==> src/rtl/vending_machine_multi_pkg.sv <==
// vending_machine_multi_pkg: shared FSM state encoding for the multi-item vending controller
package vending_machine_multi_pkg;
  typedef enum logic [1:0] {
    ST_IDLE   = 2'd0,
    ST_CREDIT = 2'd1,
    ST_VEND   = 2'd2,
    ST_CHANGE = 2'd3
  } state_e;
endpackage

==> src/rtl/vm_stock_bank.sv <==
// vm_stock_bank: per-item stock counters with saturating restock and guarded decrement
// Ports: clk/reset (async active-low); dec_en/dec_idx remove one unit; inc_en/inc_idx/inc_qty
//        add units (saturating); stock_o packed counters (item0 in LSBs); empty_o per-item zero flags.
module vm_stock_bank #(
  parameter int NUM_ITEMS  = 4,
  parameter int SEL_W      = 2,
  parameter int STOCK_W    = 4,
  parameter int INIT_STOCK = 8
) (
  input  logic                         clk,
  input  logic                         reset,
  input  logic                         dec_en,
  input  logic [SEL_W-1:0]             dec_idx,
  input  logic                         inc_en,
  input  logic [SEL_W-1:0]             inc_idx,
  input  logic [STOCK_W-1:0]           inc_qty,
  output logic [NUM_ITEMS*STOCK_W-1:0] stock_o,
  output logic [NUM_ITEMS-1:0]         empty_o
);
  for (genvar g = 0; g < NUM_ITEMS; g++) begin : g_item
    logic [STOCK_W-1:0] stock_q, stock_d;
    logic [STOCK_W:0]   sum;
    always_comb begin
      sum     = {1'b0, stock_q} + {1'b0, inc_qty};
      stock_d = stock_q;
      if (inc_en && inc_idx == SEL_W'(g))
        stock_d = sum[STOCK_W] ? '1 : sum[STOCK_W-1:0];
      else if (dec_en && dec_idx == SEL_W'(g) && stock_q != '0)
        stock_d = stock_q - 1'b1;
    end
    always_ff @(posedge clk or negedge reset)
      if (!reset) stock_q <= STOCK_W'(INIT_STOCK);
      else        stock_q <= stock_d;
    assign stock_o[g*STOCK_W +: STOCK_W] = stock_q;
    assign empty_o[g] = (stock_q == '0);
  end
endmodule

==> src/rtl/vending_machine_multi.sv <==
// vending_machine_multi: multi-item vending controller with credit, change, refund and restock
// Ports: clk, reset (async active-low); coin_valid/coin_value; select_valid/item_sel; cancel;
//        restock_valid/restock_item/restock_qty; credit; dispense/dispense_item;
//        change_valid/change_amount; coin_reject; sold_out; insufficient; busy.
module vending_machine_multi
  import vending_machine_multi_pkg::*;
#(
  parameter int                          NUM_ITEMS  = 4,
  parameter int                          SEL_W      = 2,
  parameter int                          COIN_W     = 4,
  parameter int                          CREDIT_W   = 6,
  parameter int                          PRICE_W    = 5,
  parameter logic [NUM_ITEMS*PRICE_W-1:0] PRICE_LIST = {5'd12, 5'd10, 5'd8, 5'd5},
  parameter int                          STOCK_W    = 4,
  parameter int                          INIT_STOCK = 8
) (
  input  logic                clk,
  input  logic                reset,
  input  logic                coin_valid,
  input  logic [COIN_W-1:0]   coin_value,
  input  logic                select_valid,
  input  logic [SEL_W-1:0]    item_sel,
  input  logic                cancel,
  input  logic                restock_valid,
  input  logic [SEL_W-1:0]    restock_item,
  input  logic [STOCK_W-1:0]  restock_qty,
  output logic [CREDIT_W-1:0] credit,
  output logic                dispense,
  output logic [SEL_W-1:0]    dispense_item,
  output logic                change_valid,
  output logic [CREDIT_W-1:0] change_amount,
  output logic                coin_reject,
  output logic                sold_out,
  output logic                insufficient,
  output logic                busy
);
  state_e                         state_q, state_d;
  logic [CREDIT_W-1:0]            credit_q, credit_d, change_amount_q, change_amount_d;
  logic [SEL_W-1:0]               sel_q, sel_d, dispense_item_q, dispense_item_d;
  logic                           dispense_q, dispense_d, change_valid_q, change_valid_d;
  logic                           coin_reject_q, coin_reject_d, sold_out_q, sold_out_d;
  logic                           insufficient_q, insufficient_d;
  logic [PRICE_W-1:0]             prices [NUM_ITEMS];
  logic [NUM_ITEMS-1:0]           empty;
  logic [NUM_ITEMS*STOCK_W-1:0]   unused_stock_vec;
  logic                           dec_en, inc_en, afford, coin_ovf;
  logic [CREDIT_W:0]              coin_sum;
  logic [CREDIT_W-1:0]            remainder;

  for (genvar g = 0; g < NUM_ITEMS; g++) begin : g_price
    assign prices[g] = PRICE_LIST[g*PRICE_W +: PRICE_W];
  end

  // One extra bit so an overflowing coin is detected instead of wrapping the credit.
  assign coin_sum  = {1'b0, credit_q} + (CREDIT_W+1)'(coin_value);
  assign coin_ovf  = coin_sum[CREDIT_W];
  assign afford    = {1'b0, credit_q} >= (CREDIT_W+1)'(prices[item_sel]);
  assign remainder = credit_q - CREDIT_W'(prices[sel_q]);

  vm_stock_bank #(
    .NUM_ITEMS (NUM_ITEMS),
    .SEL_W     (SEL_W),
    .STOCK_W   (STOCK_W),
    .INIT_STOCK(INIT_STOCK)
  ) u_bank (
    .clk    (clk),
    .reset  (reset),
    .dec_en (dec_en),
    .dec_idx(sel_q),
    .inc_en (inc_en),
    .inc_idx(restock_item),
    .inc_qty(restock_qty),
    .stock_o(unused_stock_vec),
    .empty_o(empty)
  );

  always_comb begin
    state_d         = state_q;
    credit_d        = credit_q;
    sel_d           = sel_q;
    dispense_d      = 1'b0;
    dispense_item_d = '0;
    change_valid_d  = 1'b0;
    change_amount_d = '0;
    coin_reject_d   = 1'b0;
    sold_out_d      = 1'b0;
    insufficient_d  = 1'b0;
    dec_en          = 1'b0;
    inc_en          = 1'b0;
    case (state_q)
      ST_IDLE: begin
        insufficient_d = select_valid;
        inc_en         = restock_valid;
        if (coin_valid) begin
          credit_d = CREDIT_W'(coin_value);
          state_d  = ST_CREDIT;
        end
      end
      ST_CREDIT: begin
        if (cancel) begin
          state_d       = ST_CHANGE;
          coin_reject_d = coin_valid;
        end else if (select_valid && !empty[item_sel] && afford) begin
          state_d       = ST_VEND;
          sel_d         = item_sel;
          coin_reject_d = coin_valid;
        end else begin
          // A refused select still lets a same-cycle coin through.
          sold_out_d     = select_valid && empty[item_sel];
          insufficient_d = select_valid && !empty[item_sel] && !afford;
          if (coin_valid) begin
            coin_reject_d = coin_ovf;
            credit_d      = coin_ovf ? credit_q : coin_sum[CREDIT_W-1:0];
          end
        end
      end
      ST_VEND: begin
        coin_reject_d   = coin_valid;
        dispense_d      = 1'b1;
        dispense_item_d = sel_q;
        dec_en          = 1'b1;
        credit_d        = remainder;
        state_d         = (remainder != '0) ? ST_CHANGE : ST_IDLE;
      end
      default: begin
        coin_reject_d   = coin_valid;
        change_valid_d  = 1'b1;
        change_amount_d = credit_q;
        credit_d        = '0;
        state_d         = ST_IDLE;
      end
    endcase
  end

  always_ff @(posedge clk or negedge reset) begin
    if (!reset) begin
      state_q         <= ST_IDLE;
      credit_q        <= '0;
      sel_q           <= '0;
      dispense_q      <= 1'b0;
      dispense_item_q <= '0;
      change_valid_q  <= 1'b0;
      change_amount_q <= '0;
      coin_reject_q   <= 1'b0;
      sold_out_q      <= 1'b0;
      insufficient_q  <= 1'b0;
    end else begin
      state_q         <= state_d;
      credit_q        <= credit_d;
      sel_q           <= sel_d;
      dispense_q      <= dispense_d;
      dispense_item_q <= dispense_item_d;
      change_valid_q  <= change_valid_d;
      change_amount_q <= change_amount_d;
      coin_reject_q   <= coin_reject_d;
      sold_out_q      <= sold_out_d;
      insufficient_q  <= insufficient_d;
    end
  end

  assign credit        = credit_q;
  assign dispense      = dispense_q;
  assign dispense_item = dispense_item_q;
  assign change_valid  = change_valid_q;
  assign change_amount = change_amount_q;
  assign coin_reject   = coin_reject_q;
  assign sold_out      = sold_out_q;
  assign insufficient  = insufficient_q;
  assign busy          = (state_q == ST_VEND) || (state_q == ST_CHANGE);
endmodule
==> config.mk <==
export PLATFORM = sky130hd
export DESIGN_NAME = vending_machine_multi
export DESIGN_NICKNAME = d
export VERILOG_FILES = /design/src/rtl/vending_machine_multi_pkg.sv /design/src/rtl/vm_stock_bank.sv /design/src/rtl/vending_machine_multi.sv
export SDC_FILE = /design/constraint.sdc
export NUM_CORES = 1
export LEC_CHECK = 0
export ABC_AREA = 1
export CORE_MARGIN = 5
export CORE_UTILIZATION = 40
export DETAILED_ROUTE_END_ITERATION = 10
export PLACE_DENSITY = 0.65
export SETUP_SLACK_MARGIN = 0.02
export SLEW_MARGIN = 10
export SYNTH_ARGS = -nofsm -noshare
export SYNTH_HDL_FRONTEND = slang
export SYNTH_SLANG_ARGS = --single-unit
==> constraint.sdc <==
create_clock -name clk -period 2.15 [get_ports clk]
set_input_delay 0.5375 -clock clk [delete_from_list [all_inputs] [get_ports clk]]
set_output_delay 0.5375 -clock clk [all_outputs]
set_load 0.05 [all_outputs]
==> run summary <==
For this design the ratio of total power to cell area is 1430 nW/um^2. Port buffering added 37 buffers. The fraction of final layout cells sized beyond drive strength 1 is 24.1%. The tools report the achievable clock frequency as 488 MHz. The clock-pin slew of the registers on the worst-case setup and hold paths was 0.08 ns; the number of max-slew violations in the final report was 0. The worst path uses 95.2% of the clock period. Buffers inserted during clock tree synthesis total 5. The mean number of vias per cell is 4.99, and the starting density of the core is 41.3%. The number of cell instances on the worst register-to-register path came out at 12. Launch point of the worst reg-to-reg path: sel_q[1].

The worst register-to-register path ends at state_q[1]. Largest delay contributor family on the critical path: buffers and inverters. Across every metal layer, demand over resource in global routing totals 16.9%. The via total after detailed routing was 3016. Traced cell by cell, the critical path runs through clkdlybuf4s50_1. STA classifies the critical path endpoint as an output port. The worst setup path endpoint is credit[0]. At the pin with the least slew margin, the transition time is 0.582 ns. The height of the die was 99.8 um. The worst setup path is launched from a flip-flop. Of all nets on the critical path, the largest fanout is 4. The clock net in this run drives a total of 39 sinks. After detailed routing, the average wire length per cell comes to 13.5 um. During synthesis, Yosys emitted a total of 0 warnings. The final weighted congestion in routability-driven placement was 0.869.

The sequential standard cell area is 982 um^2, and the global-route wire length before repair is 13700 um. The logs give 762 for the count of filler cells inserted in the layout and 0.243 ns for the minimum hold slack. For the share of total power in combinational logic, the log shows 68.5%.

The slowest stage of the critical path belongs to the cell clkdlybuf4s50_1. The iteration-0 DRC count of the detailed router is 93. For the number of antenna violations at the first check in global routing, the log shows 0.

The analysis attributes to net switching a power of 0.00299 W. The tools report the power share of the sequential group as 23.1%. Setup slack on the worst reg-to-reg path comes out at 0.16 ns. The floorplan step defined a die boundary enclosing 9960 um^2. The footprint of the multi-input gates came out at 2100 um^2. The die is 99.8 um wide. The pre-antenna-repair detailed-routing pass consisted of 4 iterations. The area growth from synthesis to layout is 30.5%.

The number of global-route vias before repair was 3012. The flip-flop and latch count after synthesis works out to 39. The depth of the critical timing path with buffers and inverters included is 1, and the number of maximum-capacitance constraint violations is 0. The HPWL after detailed placement is 6490 um. The tree is rooted in a clkbuf_8. The global-route congestion overflow total was 0; the site row count was 32.

Cell internal power was estimated by the tool at 0.00300 W. The run gives 8150 um as the final wirelength. For the depth of the CTS H-tree, the log shows 2. The number of antenna diodes in the final layout is 0. For the normalized max-slew margin, the log shows 61.2%. The logs give 0 for the number of setup violations in the final report and 0 for the hold violation count in the final report. For the pin count of the biggest net entering global routing, the log shows 26. The number of nets at the end of the flow was 565.

VDD sags by at most 0.820 mV. The logs give 3220 um^2 for the post-synthesis cell area and 418 for the post-synthesis instance total. TritonCTS built the clock tree.

The run finished with clean final reports. The clock group share of total power was 8.4%. The design draws 0.00600 W. For this run, design rule violations remaining after detail routing come to 0. The most critical setup path has its startpoint at credit[0]. Across the routed clock network, the largest skew measured is 0.00766 ns. Of the synthesized area, sequential elements account for 30.4%. Critical path buffer and inverter count: 1.

Clock latency on the worst-skew pair, taken at its later pin, is 0.29 ns. The switching power share of the total was 49.9%. In this run, distinct cell masters in the synthesized netlist total 38. Class of the most critical hold timing path: primary input to asynchronous set/reset pin.

When the netlist entered floorplanning its net count stood at 482. The number of hold buffers added after cts is 0. STA puts the critical path data arrival time at 1.51 ns. Critical path start-end classification: flip-flop to output port.

For the finished layout, the period the worst path requires is 2.05 ns. On the worst path, the slowest cell contributes a delay of 0.82 ns. 38 I/O pins were placed. The residual antenna-violating net count after detailed routing is 0, and the average cell area after synthesis is 7.71 um^2. In this run the standard cell core region covers 7810 um^2.

Data on the critical path is required at its endpoint by 1.61 ns. The run gives 2 as the number of buffers on the longest clock path. Setup repair after global routing could not meet its margin everywhere.

For this design the static power due to leakage is 2.09 nW.
power groups by stage:
stage               registers, W  logic [W]  clock network [W]
floorplan                0.00168    0.00225                  0
global placement         0.00139    0.00372                  0
detailed placement       0.00139    0.00377                  0
CTS                      0.00138    0.00386           0.000516
global route             0.00143    0.00458           0.000557
finish                   0.00138    0.00411           0.000504
sequential cells by signal (all words and copies together), names as in the netlist:
register and flops:
dispense 1, coin_reject 1, state_q 2, sel_q 2, sold_out 1, insufficient 1
credit 6, u_bank.g_item.stock_q 16, dispense_item 2, change_valid 1, change_amount 6
worst min-delay path by stage:
stage	from	end	slack (ns)	cells past startpoint
2_1_floorplan	reset	change_amount[0]	0.24	0
3_3_place_gp	u_bank.g_item[0].stock_q[3]	u_bank.g_item[0].stock_q[3]	0.50	2
3_5_place_dp	u_bank.g_item[0].stock_q[3]	u_bank.g_item[0].stock_q[3]	0.51	2
4_1_cts	reset	change_amount[0]	0.26	1
5_1_grt	reset	change_amount[0]	0.28	1
6_report	reset	change_amount[0]	0.24	1
stage by stage:
step / cell area (um^2) / cells / setup WS [ns] / util [%] / TNS [ns]
6_report: 4210 / 604 / 0.102 / 53.9 / 0
3_3_place_gp: 3980 / 593 / -0.435 / 50.9 / -8.95
4_1_cts: 4090 / 602 / 0.0405 / 52.4 / 0
3_5_place_dp: 3980 / 593 / -0.481 / 50.9 / -9.65
5_1_grt: 4210 / 604 / 0.00971 / 53.9 / 0
2_1_floorplan: 3230 / 418 / 0.0607 / - / 0
worst register-to-register path, delay by kind of cell (launching register included):
family | cells | cell delay, ns
and+or+nand+nor | 5 | 0.45
adders and majority gates | 3 | 0.68
buffers and inverters | 3 | 0.27
xor gates and xnor gates | 1 | 0.13
DFF | 1 | 0.37
area by class of cell:
class / instances / share of cell area (%)
Clock buffer: 5 / 1.64
Clock inverter: 3 / 0.476
Inverter: 65 / 5.80
Multi-Input combinational cell: 311 / 49.9
Sequential cell: 39 / 23.3
Tap cell: 102 / 3.03
Timing Repair Buffer: 79 / 15.9
kinds of logic after synthesis:
group           share of synthesized area, %
fa+ha+maj                               19.2
flops                                   30.4
compound gates                          11.2
simple gates                            27.9
xor+xnor                                2.99
buf+inv                                 8.19
cell usage in the layout, fill, tap and decap left out, types with 5 or more instances in the layout:
cell / instances
ha_1: 35
nor2_1: 28
o211ai_1: 5
xor2_1: 8
nor2_2: 7
inv_1: 51
inv_2: 13
o22ai_1: 7
nand3_1: 35
a21oi_1: 12
o21ai_1: 19
clkdlybuf4s50_1: 25
clkbuf_8: 5
dfrtp_1: 34
nand2_1: 86
buf_4: 48
nand2_2: 5
o21ai_0: 10
synth_stat cells, drive strengths merged:
cell type | n | share of area (%)
buf | 2 | 0.50
xor2 | 8 | 2.2
xnor2 | 3 | 0.82
fa | 6 | 3.7
nand2 | 95 | 12
dfrtp | 35 | 27
dfstp | 4 | 3.3
o21bai | 1 | 0.23
o211ai | 6 | 1.6
nand3 | 39 | 6.5
or2 | 3 | 0.58
o21ai | 30 | 4.7
inv | 64 | 7.5
a22oi | 2 | 0.47
clkinv | 1 | 0.12
clkbuf | 1 | 0.12
a211oi | 1 | 0.23
a21oi | 15 | 2.3
nor2 | 38 | 5.5
nor3 | 7 | 1.7
nand3b | 5 | 1.3
a31oi | 2 | 0.39
o22ai | 7 | 1.4
ha | 40 | 16
nand4 | 3 | 0.58
what timing repair did:
action | CTS | global route
resized for setup | 13 | 27
setup buffers | 1 | 2
pin swaps | 5 | 14
setup endpoints to repair | 25 | 23
routing by layer:
metal,GRT usage [%],wire (um)
met1,22.1,3800
met2,28.0,3860
met3,3.20,320
met4,5.57,172
met5,0,0
Note: power is estimated with default switching activity, not from simulation.
